--- config.mk ---
export PLATFORM = sky130hd
export DESIGN_NAME = ahb_master_module_flat
export DESIGN_NICKNAME = d
export VERILOG_FILES = /design/src/rtl/ahb_pkg.sv /design/src/rtl/ahb_master_module_if.sv /design/src/rtl/ahb_master_module.sv /design/src/flat_wrapper.sv
export SDC_FILE = /design/constraint.sdc
export NUM_CORES = 1
export LEC_CHECK = 0
export BUFFER_PORTS_ARGS = -buffer_cell sky130_fd_sc_hd__buf_4
export CAP_MARGIN = 20
export CORE_UTILIZATION = 49
export CTS_BUF_LIST = sky130_fd_sc_hd__clkbuf_8
export CTS_CLUSTER_DIAMETER = 150
export DETAILED_ROUTE_END_ITERATION = 8
export PLACE_DENSITY = 0.9
export REMOVE_ABC_BUFFERS = 1
export SETUP_SLACK_MARGIN = 0.1
export SLEW_MARGIN = 20
export SYNTH_ARGS = -nofsm -noshare
export SYNTH_HDL_FRONTEND = slang
export SYNTH_SLANG_ARGS = --single-unit
--- constraint.sdc ---
create_clock -name hclk -period 1.6 [get_ports hclk]
set_input_delay 0.08 -clock hclk [delete_from_list [all_inputs] [get_ports hclk]]
set_output_delay 0.08 -clock hclk [all_outputs]
set_load 0.01 [all_outputs]
--- src/rtl/ahb_pkg.sv ---
// ---------------------------------------------------------------------------
// ahb_pkg
// Shared AHB-Lite encodings and pipeline stage records. The bus master, the
// slaves and the bench all import this package, so encodings are defined once.
//   HTRANS_* : transfer type codes (only IDLE and NONSEQ are used here)
//   HRESP_*  : response codes
//   HSIZE_*  : transfer size codes
//   a_stage_t / d_stage_t : address- and data-stage records of the master
// ---------------------------------------------------------------------------
package ahb_pkg;

    localparam int AHB_ADDR_W = 32;
    localparam int AHB_DATA_W = 32;

    localparam logic [1:0] HTRANS_IDLE   = 2'b00;
    localparam logic [1:0] HTRANS_NONSEQ = 2'b10;

    localparam logic HRESP_OKAY  = 1'b0;
    localparam logic HRESP_ERROR = 1'b1;

    localparam logic [2:0] HSIZE_WORD = 3'b010;

    // Address stage: the command currently presented in the address phase.
    // 'cancelled' marks a command withdrawn from the bus after an ERROR.
    typedef struct packed {
        logic                  valid;
        logic                  write;
        logic                  cancelled;
        logic [AHB_ADDR_W-1:0] addr;
        logic [AHB_DATA_W-1:0] wdata;
    } a_stage_t;

    // Data stage: the command whose data phase is on the bus. wdata is
    // already zero for reads and cancelled commands, so it drives hwdata as is.
    typedef struct packed {
        logic                  valid;
        logic                  write;
        logic                  cancelled;
        logic [AHB_DATA_W-1:0] wdata;
    } d_stage_t;

    // Error-recovery sequencing for the master.
    typedef enum logic [1:0] {
        ERR_RUN    = 2'd0,  // normal operation
        ERR_CANCEL = 2'd1,  // A cancelled, waiting for it to drain through D
        ERR_RESP   = 2'd2   // cancelled response on the bus this cycle
    } err_state_t;

endpackage

--- src/rtl/ahb_master_module_if.sv ---
// ---------------------------------------------------------------------------
// ahb_master_module_if
// Bundles the local command/response handshake and the AHB-Lite bus signals
// of the master.
//   master modport : the bus master (drives req_ready, rsp_*, haddr, hwrite,
//                    htrans, hsize, hwdata; receives req_*, hready, hresp,
//                    hrdata)
//   slave modport  : the environment facing the master (local controller
//                    plus decoder/slave mux), directions mirrored
// ---------------------------------------------------------------------------
interface ahb_master_module_if
    import ahb_pkg::*;
#(
    parameter int ADDR_W = AHB_ADDR_W,
    parameter int DATA_W = AHB_DATA_W
);

    // Local command / response side
    logic              req_valid;
    logic              req_ready;
    logic              req_write;
    logic [ADDR_W-1:0] req_addr;
    logic [DATA_W-1:0] req_wdata;
    logic              rsp_valid;
    logic [DATA_W-1:0] rsp_rdata;
    logic              rsp_error;

    // AHB-Lite side
    logic [ADDR_W-1:0] haddr;
    logic              hwrite;
    logic [1:0]        htrans;
    logic [2:0]        hsize;
    logic [DATA_W-1:0] hwdata;
    logic              hready;
    logic              hresp;
    logic [DATA_W-1:0] hrdata;

    modport master (
        input  req_valid, req_write, req_addr, req_wdata,
        output req_ready, rsp_valid, rsp_rdata, rsp_error,
        output haddr, hwrite, htrans, hsize, hwdata,
        input  hready, hresp, hrdata
    );

    modport slave (
        output req_valid, req_write, req_addr, req_wdata,
        input  req_ready, rsp_valid, rsp_rdata, rsp_error,
        input  haddr, hwrite, htrans, hsize, hwdata,
        output hready, hresp, hrdata
    );

endinterface

--- src/rtl/ahb_master_module.sv ---
// ---------------------------------------------------------------------------
// ahb_master_module
// Single-port AHB-Lite bus master. Accepts word read/write commands on a
// valid/ready interface, runs them through a two-stage (address/data)
// pipeline and returns one in-order response per accepted command.
// Ports:
//   hclk    : clock, rising edge
//   hresetn : synchronous active-low reset
//   bus     : ahb_master_module_if.master
//             req_valid/req_ready/req_write/req_addr/req_wdata : command in
//             rsp_valid/rsp_rdata/rsp_error                    : response out
//             haddr/hwrite/htrans/hsize/hwdata                 : AHB drive
//             hready/hresp/hrdata                              : AHB return
// Parameters ADDR_W/DATA_W must match the ahb_pkg record widths.
// ---------------------------------------------------------------------------
module ahb_master_module
    import ahb_pkg::*;
#(
    parameter int ADDR_W = AHB_ADDR_W,
    parameter int DATA_W = AHB_DATA_W
) (
    input  logic                hclk,
    input  logic                hresetn,
    ahb_master_module_if.master bus
);

    logic [ADDR_W-1:0] req_addr;
    logic [DATA_W-1:0] req_wdata;
    logic [DATA_W-1:0] hrdata;

    a_stage_t          a_q;
    d_stage_t          d_q;
    logic [1:0]        htrans_q;
    err_state_t        err_state;
    logic              rsp_valid_q;
    logic              rsp_error_q;
    logic [DATA_W-1:0] rsp_rdata_q;

    logic              err_blk;
    logic              req_ready;
    logic              accept;
    logic              advance;
    logic              d_done;
    logic              hresp_err;
    logic              err_first;
    logic              cancel_a;

    assign req_addr  = bus.req_addr;
    assign req_wdata = bus.req_wdata;
    assign hrdata    = bus.hrdata;

    assign err_blk   = (err_state != ERR_RUN);

    // Only combinational input-to-output path: a command can enter A only
    // on an edge where the pipeline advances and no cancel is pending.
    assign req_ready = bus.hready & ~err_blk;
    assign accept    = bus.req_valid & req_ready;
    assign advance   = bus.hready;
    assign hresp_err = (bus.hresp == HRESP_ERROR);

    // A cancelled command never went on the bus, so it completes without
    // waiting for hready.
    assign d_done    = d_q.valid & (bus.hready | d_q.cancelled);

    // First cycle of the two-cycle ERROR response for the transfer in D.
    assign err_first = d_q.valid & ~d_q.cancelled & ~bus.hready & hresp_err;
    assign cancel_a  = err_first & a_q.valid & ~a_q.cancelled;

    always_ff @(posedge hclk) begin
        if (!hresetn) begin
            // NOTE: the pipeline datapath is reset as well as the valid bits,
            // because it drives haddr/hwrite/hwdata straight onto the bus.
            a_q         <= '0;
            d_q         <= '0;
            htrans_q    <= HTRANS_IDLE;
            err_state   <= ERR_RUN;
            rsp_valid_q <= 1'b0;
            rsp_error_q <= 1'b0;
            rsp_rdata_q <= '0;
        end else begin
            // NOTE: every assignment here is non-blocking, so all right-hand
            // sides see the pre-edge register values regardless of order.
            rsp_valid_q <= d_done;
            rsp_error_q <= d_done & (d_q.cancelled | hresp_err);
            rsp_rdata_q <= (d_done && !d_q.cancelled && !d_q.write && !hresp_err)
                           ? hrdata : '0;

            if (advance) begin
                d_q <= '{valid:     a_q.valid,
                         write:     a_q.write,
                         cancelled: a_q.cancelled,
                         wdata:     (a_q.write && !a_q.cancelled) ? a_q.wdata : '0};
                if (accept) begin
                    a_q <= '{valid:     1'b1,
                             write:     bus.req_write,
                             cancelled: 1'b0,
                             addr:      req_addr,
                             wdata:     req_wdata};
                    htrans_q <= HTRANS_NONSEQ;
                end else begin
                    a_q      <= '0;
                    htrans_q <= HTRANS_IDLE;
                end
            end else begin
                // Stall: only a cancelled D may leave, and an ERROR withdraws
                // the pending address phase while keeping the command in A.
                if (d_done) begin
                    d_q <= '0;
                end
                if (cancel_a) begin
                    a_q.cancelled <= 1'b1;
                    htrans_q      <= HTRANS_IDLE;
                end
            end

            case (err_state)
                ERR_RUN: begin
                    if (cancel_a) begin
                        err_state <= ERR_CANCEL;
                    end
                end
                ERR_CANCEL: begin
                    if (d_done && d_q.cancelled) begin
                        err_state <= ERR_RESP;
                    end
                end
                ERR_RESP: begin
                    err_state <= ERR_RUN;
                end
                default: begin
                    err_state <= ERR_RUN;
                end
            endcase
        end
    end

    assign bus.req_ready = req_ready;
    assign bus.rsp_valid = rsp_valid_q;
    assign bus.rsp_error = rsp_error_q;
    assign bus.rsp_rdata = rsp_rdata_q;
    assign bus.haddr     = a_q.addr;
    assign bus.hwrite    = a_q.write;
    assign bus.htrans    = htrans_q;
    assign bus.hsize     = HSIZE_WORD;
    assign bus.hwdata    = d_q.wdata;

endmodule

--- src/flat_wrapper.sv ---
// flat-port wrapper written by rule: the top's interface ports become plain ports
module ahb_master_module_flat import ahb_pkg::*;
#(
    parameter int ADDR_W = AHB_ADDR_W,
    parameter int DATA_W = AHB_DATA_W
)
  (hclk, hresetn, bus_req_valid, bus_req_write, bus_req_addr, bus_req_wdata, bus_req_ready, bus_rsp_valid, bus_rsp_rdata, bus_rsp_error, bus_haddr, bus_hwrite, bus_htrans, bus_hsize, bus_hwdata, bus_hready, bus_hresp, bus_hrdata);
  ahb_master_module_if #(.ADDR_W(ADDR_W), .DATA_W(DATA_W)) bus_i ();
  input  logic hclk;
  input  logic hresetn;
  input wire logic [$bits(bus_i.req_valid)-1:0] bus_req_valid;
  input wire logic [$bits(bus_i.req_write)-1:0] bus_req_write;
  input wire logic [$bits(bus_i.req_addr)-1:0] bus_req_addr;
  input wire logic [$bits(bus_i.req_wdata)-1:0] bus_req_wdata;
  output wire logic [$bits(bus_i.req_ready)-1:0] bus_req_ready;
  output wire logic [$bits(bus_i.rsp_valid)-1:0] bus_rsp_valid;
  output wire logic [$bits(bus_i.rsp_rdata)-1:0] bus_rsp_rdata;
  output wire logic [$bits(bus_i.rsp_error)-1:0] bus_rsp_error;
  output wire logic [$bits(bus_i.haddr)-1:0] bus_haddr;
  output wire logic [$bits(bus_i.hwrite)-1:0] bus_hwrite;
  output wire logic [$bits(bus_i.htrans)-1:0] bus_htrans;
  output wire logic [$bits(bus_i.hsize)-1:0] bus_hsize;
  output wire logic [$bits(bus_i.hwdata)-1:0] bus_hwdata;
  input wire logic [$bits(bus_i.hready)-1:0] bus_hready;
  input wire logic [$bits(bus_i.hresp)-1:0] bus_hresp;
  input wire logic [$bits(bus_i.hrdata)-1:0] bus_hrdata;
  assign bus_i.req_valid = bus_req_valid;
  assign bus_i.req_write = bus_req_write;
  assign bus_i.req_addr = bus_req_addr;
  assign bus_i.req_wdata = bus_req_wdata;
  assign bus_req_ready = bus_i.req_ready;
  assign bus_rsp_valid = bus_i.rsp_valid;
  assign bus_rsp_rdata = bus_i.rsp_rdata;
  assign bus_rsp_error = bus_i.rsp_error;
  assign bus_haddr = bus_i.haddr;
  assign bus_hwrite = bus_i.hwrite;
  assign bus_htrans = bus_i.htrans;
  assign bus_hsize = bus_i.hsize;
  assign bus_hwdata = bus_i.hwdata;
  assign bus_i.hready = bus_hready;
  assign bus_i.hresp = bus_hresp;
  assign bus_i.hrdata = bus_hrdata;
  ahb_master_module #(.ADDR_W(ADDR_W), .DATA_W(DATA_W)) u_core (.hclk(hclk), .hresetn(hresetn), .bus(bus_i));
endmodule
==> results.toml <==
[synth]
synth_area_leaders = "dfxtp_1 57%, a22o_1 12%, buf_4 10%"
ys.warnings.count = 0
netlist_instances = 433
mappedNetlistArea_um2 = 4890
distinct_cells_synth = 27
synth_top_area_share_pct = 56.9
syn_area_per_cell_um2 = 11.3
yosys.area.top_type = "dfxtp_1"
post_synthesis_sequential_element_count = 139
yosysSeqAreaShare_pct = 56.9

[cells_and_area]
ff_latch_area_um2 = 2780
multi_input_gate_area_um2 = 1470
number_of_inserted_diodes = 0
flow.area_growth_from_synthesis_pct = 52.5
mostFrequentLayoutCells = "206 x buf_4, 138 x dfxtp_1, 100 x dlygate4sd3_1, 65 x a22o_1, 35 x nor2b_1"
layout.nets = 766
count_of_fill_cells_added_during_filler_insertion = 598
layout.core_utilization_pct = 76.7
layout_commonest_cell = "buf_4"
post_route_cells_drive_above_1_share_pct = 36.6

[pwr]
lkg_pwr_nw = 3.30
peakVddDrop_v = 0.000602
power_density_nw_per_um2 = 996

[clock_tree]
path_clk_slew_ps = 70
tritoncts.num_buffers = 17
clkSinkCount = 139
clk_path_buf_depth = 2
tritoncts = "yes"
worstSkewPairLatency_ps = 440
ctsHtreeMaxLevel = 4
clock_tree.root_cell = "clkbuf_8"

[die]
floorplan.initialDensity_pct = 50.3
height_of_the_die_um = 102
fp.coreArea_um2 = 9730
die_x_um = 102
die_area_um2 = 10400
floorplan.io_pins = 207
num_rows = 36

[sta]
rsz0062_at_grt = "false"
setup_viol = 0
holdWs_ps = 342
finalHoldViolCount = 0
worst_slew_pin_slew_ps = 565
clock_skew_ps = 10.4
final_min_period_over_clock_period_pct = 91.9
max_clock_freq_mhz = 680
period_minus_slack_ps = 1470
timing.slew.headroom_pct = 62.2
timing.final.max_slew_violations = 0

[drt]
drt_first_iter_violations = 156
wl_per_instance_um = 17.9
iteration_count_of_the_initial_detailed_routing_pass = 4
drc = 0
wirelength_routed_um = 14500
detailroute.via_count = 4057
drtAntennaViolNets = 0
vias_per_cell = 5.01

[global_routing]
antenna_violations_before_repair = 0
grt_pass1_vias = 4216
largest_net_degree_at_the_start_of_global_routing = 68
overflow = 0
grt_first_pass_wirelength_um = 21400
gr-usage-all-layers_pct = 27.6

[critical_path]
critical_path.max_fanout = 67
cp_top_family = "buffers and inverters"
crit_path_start = "bus_hready"
cpPeakStageDelay_ps = 540
rr_endpoint = "u_core.bus.rsp_rdata[4]"
crit_path_cell_trace = "dlygate4sd3_1 -> buf_4 -> nor3b_2 -> and3_2 -> buf_12 -> a22o_1"
critical_path.endpoint_type = "flip-flop"
worst-endpoint-arrival_ps = 1840
ff2ff_setup_slack_ps = 170
r2r_cells = 4
data_required_time_of_the_worst_path_ps = 1970
start_kind = "primary input"
startpoint_of_the_worst_slack_reg_to_reg_timing_path = "u_core.d_q[32]"
worst-setup-path-type = "in2reg"
cp.buffers_inverters = 3
timing.critical_path.slowest_stage_cell = "dlygate4sd3_1"

[min_path]
min_delay_path_depth = 4
min_delay_worst_endpoint = "u_core.a_q[66]"
worst_hold_class = "in2reg"
hold_path.startpoint = "bus_req_valid"

[job]
max_cap_viol_count = 0

[status]
outcome = "complete, no violations"

[placed_design]
hpwl_after_detailed_placement_um = 7490
io_buffer_count = 202
gp_congestion = 0.810
## state kept, by name, summed over array words and instances (netlist names)
| name | count |
|---|---|
| u_core.bus.rsp_valid | 1 |
| u_core.bus.haddr | 32 |
| u_core.bus.htrans | 1 |
| u_core.d_q | 3 |
| u_core.err_state | 2 |
| u_core.bus.rsp_error | 1 |
| u_core.bus.hwrite | 1 |
| u_core.a_q | 34 |
| u_core.bus.rsp_rdata | 32 |
| u_core.bus.hwdata | 32 |
## where the power goes
group | internal, mW | total (mW) | switching [mW]
registers | 3.53 | 3.58 | 0.0469
clock network | 1.81 | 3.16 | 1.34
logic | 0.449 | 0.704 | 0.255
## timing repair
action / in CTS / in global routing
endpoints found under the hold margin: 108 / 0
hold buffers: 100 / 0
setup buffers: 0 / 0
pin swaps: 1 / 1
endpoints found under the setup margin: 21 / 33
cloned: 0 / 1
gates resized for setup: 0 / 4
## final cells by class
class                      instances  area share [%]
clock buffer                      20            3.69
clock inverter                    12            2.28
inverter                           1          0.0503
multi-input combinational        196            19.6
sequential                       139            37.3
tap                              133            2.23
timing repair buffer             309            34.8
## kinds of logic after synthesis
| logic type | count (synthesis) | share of synthesized area, % |
|---|---|---|
| flip-flops | 139 | 56.9 |
| AO/OA/AOI/OAI | 106 | 17.9 |
| buffers and inverters | 101 | 14.0 |
| AND/OR/NAND/NOR | 85 | 11.0 |
| other | 2 | 0.153 |
## per-stage QoR
stage	power, mW	area, um2	instances	setup slack (ps)	setup TNS [ps]
final	7.44	7460	810	129	0
after global routing	7.67	7460	810	98.6	0
after CTS	7.42	7440	809	50.5	0
after detailed placement	4.13	6000	677	58.9	0
after global placement	4.11	6000	677	164	0
after floorplan	3.80	4220	335	-1410	-74820
## cell usage after synthesis
library cell / instances
and2_1: 32
buf_6: 4
a22o_1: 65
buf_4: 68
dfxtp_1: 139
clkbuf_1: 10
nor3_1: 2
o311ai_0: 1
nand3_1: 1
a21oi_1: 2
nand2b_1: 2
conb_1: 2
o2111a_1: 1
nor2b_1: 36
and3_1: 1
nor3b_2: 1
nor2_1: 3
a22oi_1: 33
a21o_1: 1
buf_2: 18
nor4_4: 1
and3b_1: 1
nand2_1: 3
o21a_1: 2
nor3b_1: 2
inv_1: 1
a21oi_2: 1
## metal layers
layer,up-vias,wire length (um),track usage [%]
met5,-,0,0
met4,0,386,12.9
met3,35,1160,10.4
met2,201,7420,48.4
met1,1927,5560,29.5
li1,1894,-,-
## tightest hold or removal path: stages
cell    delay, ps
buf_4          80
and3_2        180
buf_12        280
a21o_1        120
## worst max-delay path by stage
stage                       endpoint  cells after the start  slack, ps
6_report        u_core.bus.haddr[12]                      6        130
5_1_grt               u_core.a_q[15]                      6        100
4_1_cts        u_core.bus.hwdata[21]                      3         50
3_5_place_dp   u_core.bus.hwdata[21]                      3         60
3_3_place_gp    u_core.bus.hwdata[2]                      3        160
2_1_floorplan   u_core.bus.htrans[1]                      3      -1410
Note: power is estimated with default switching activity, not from simulation.
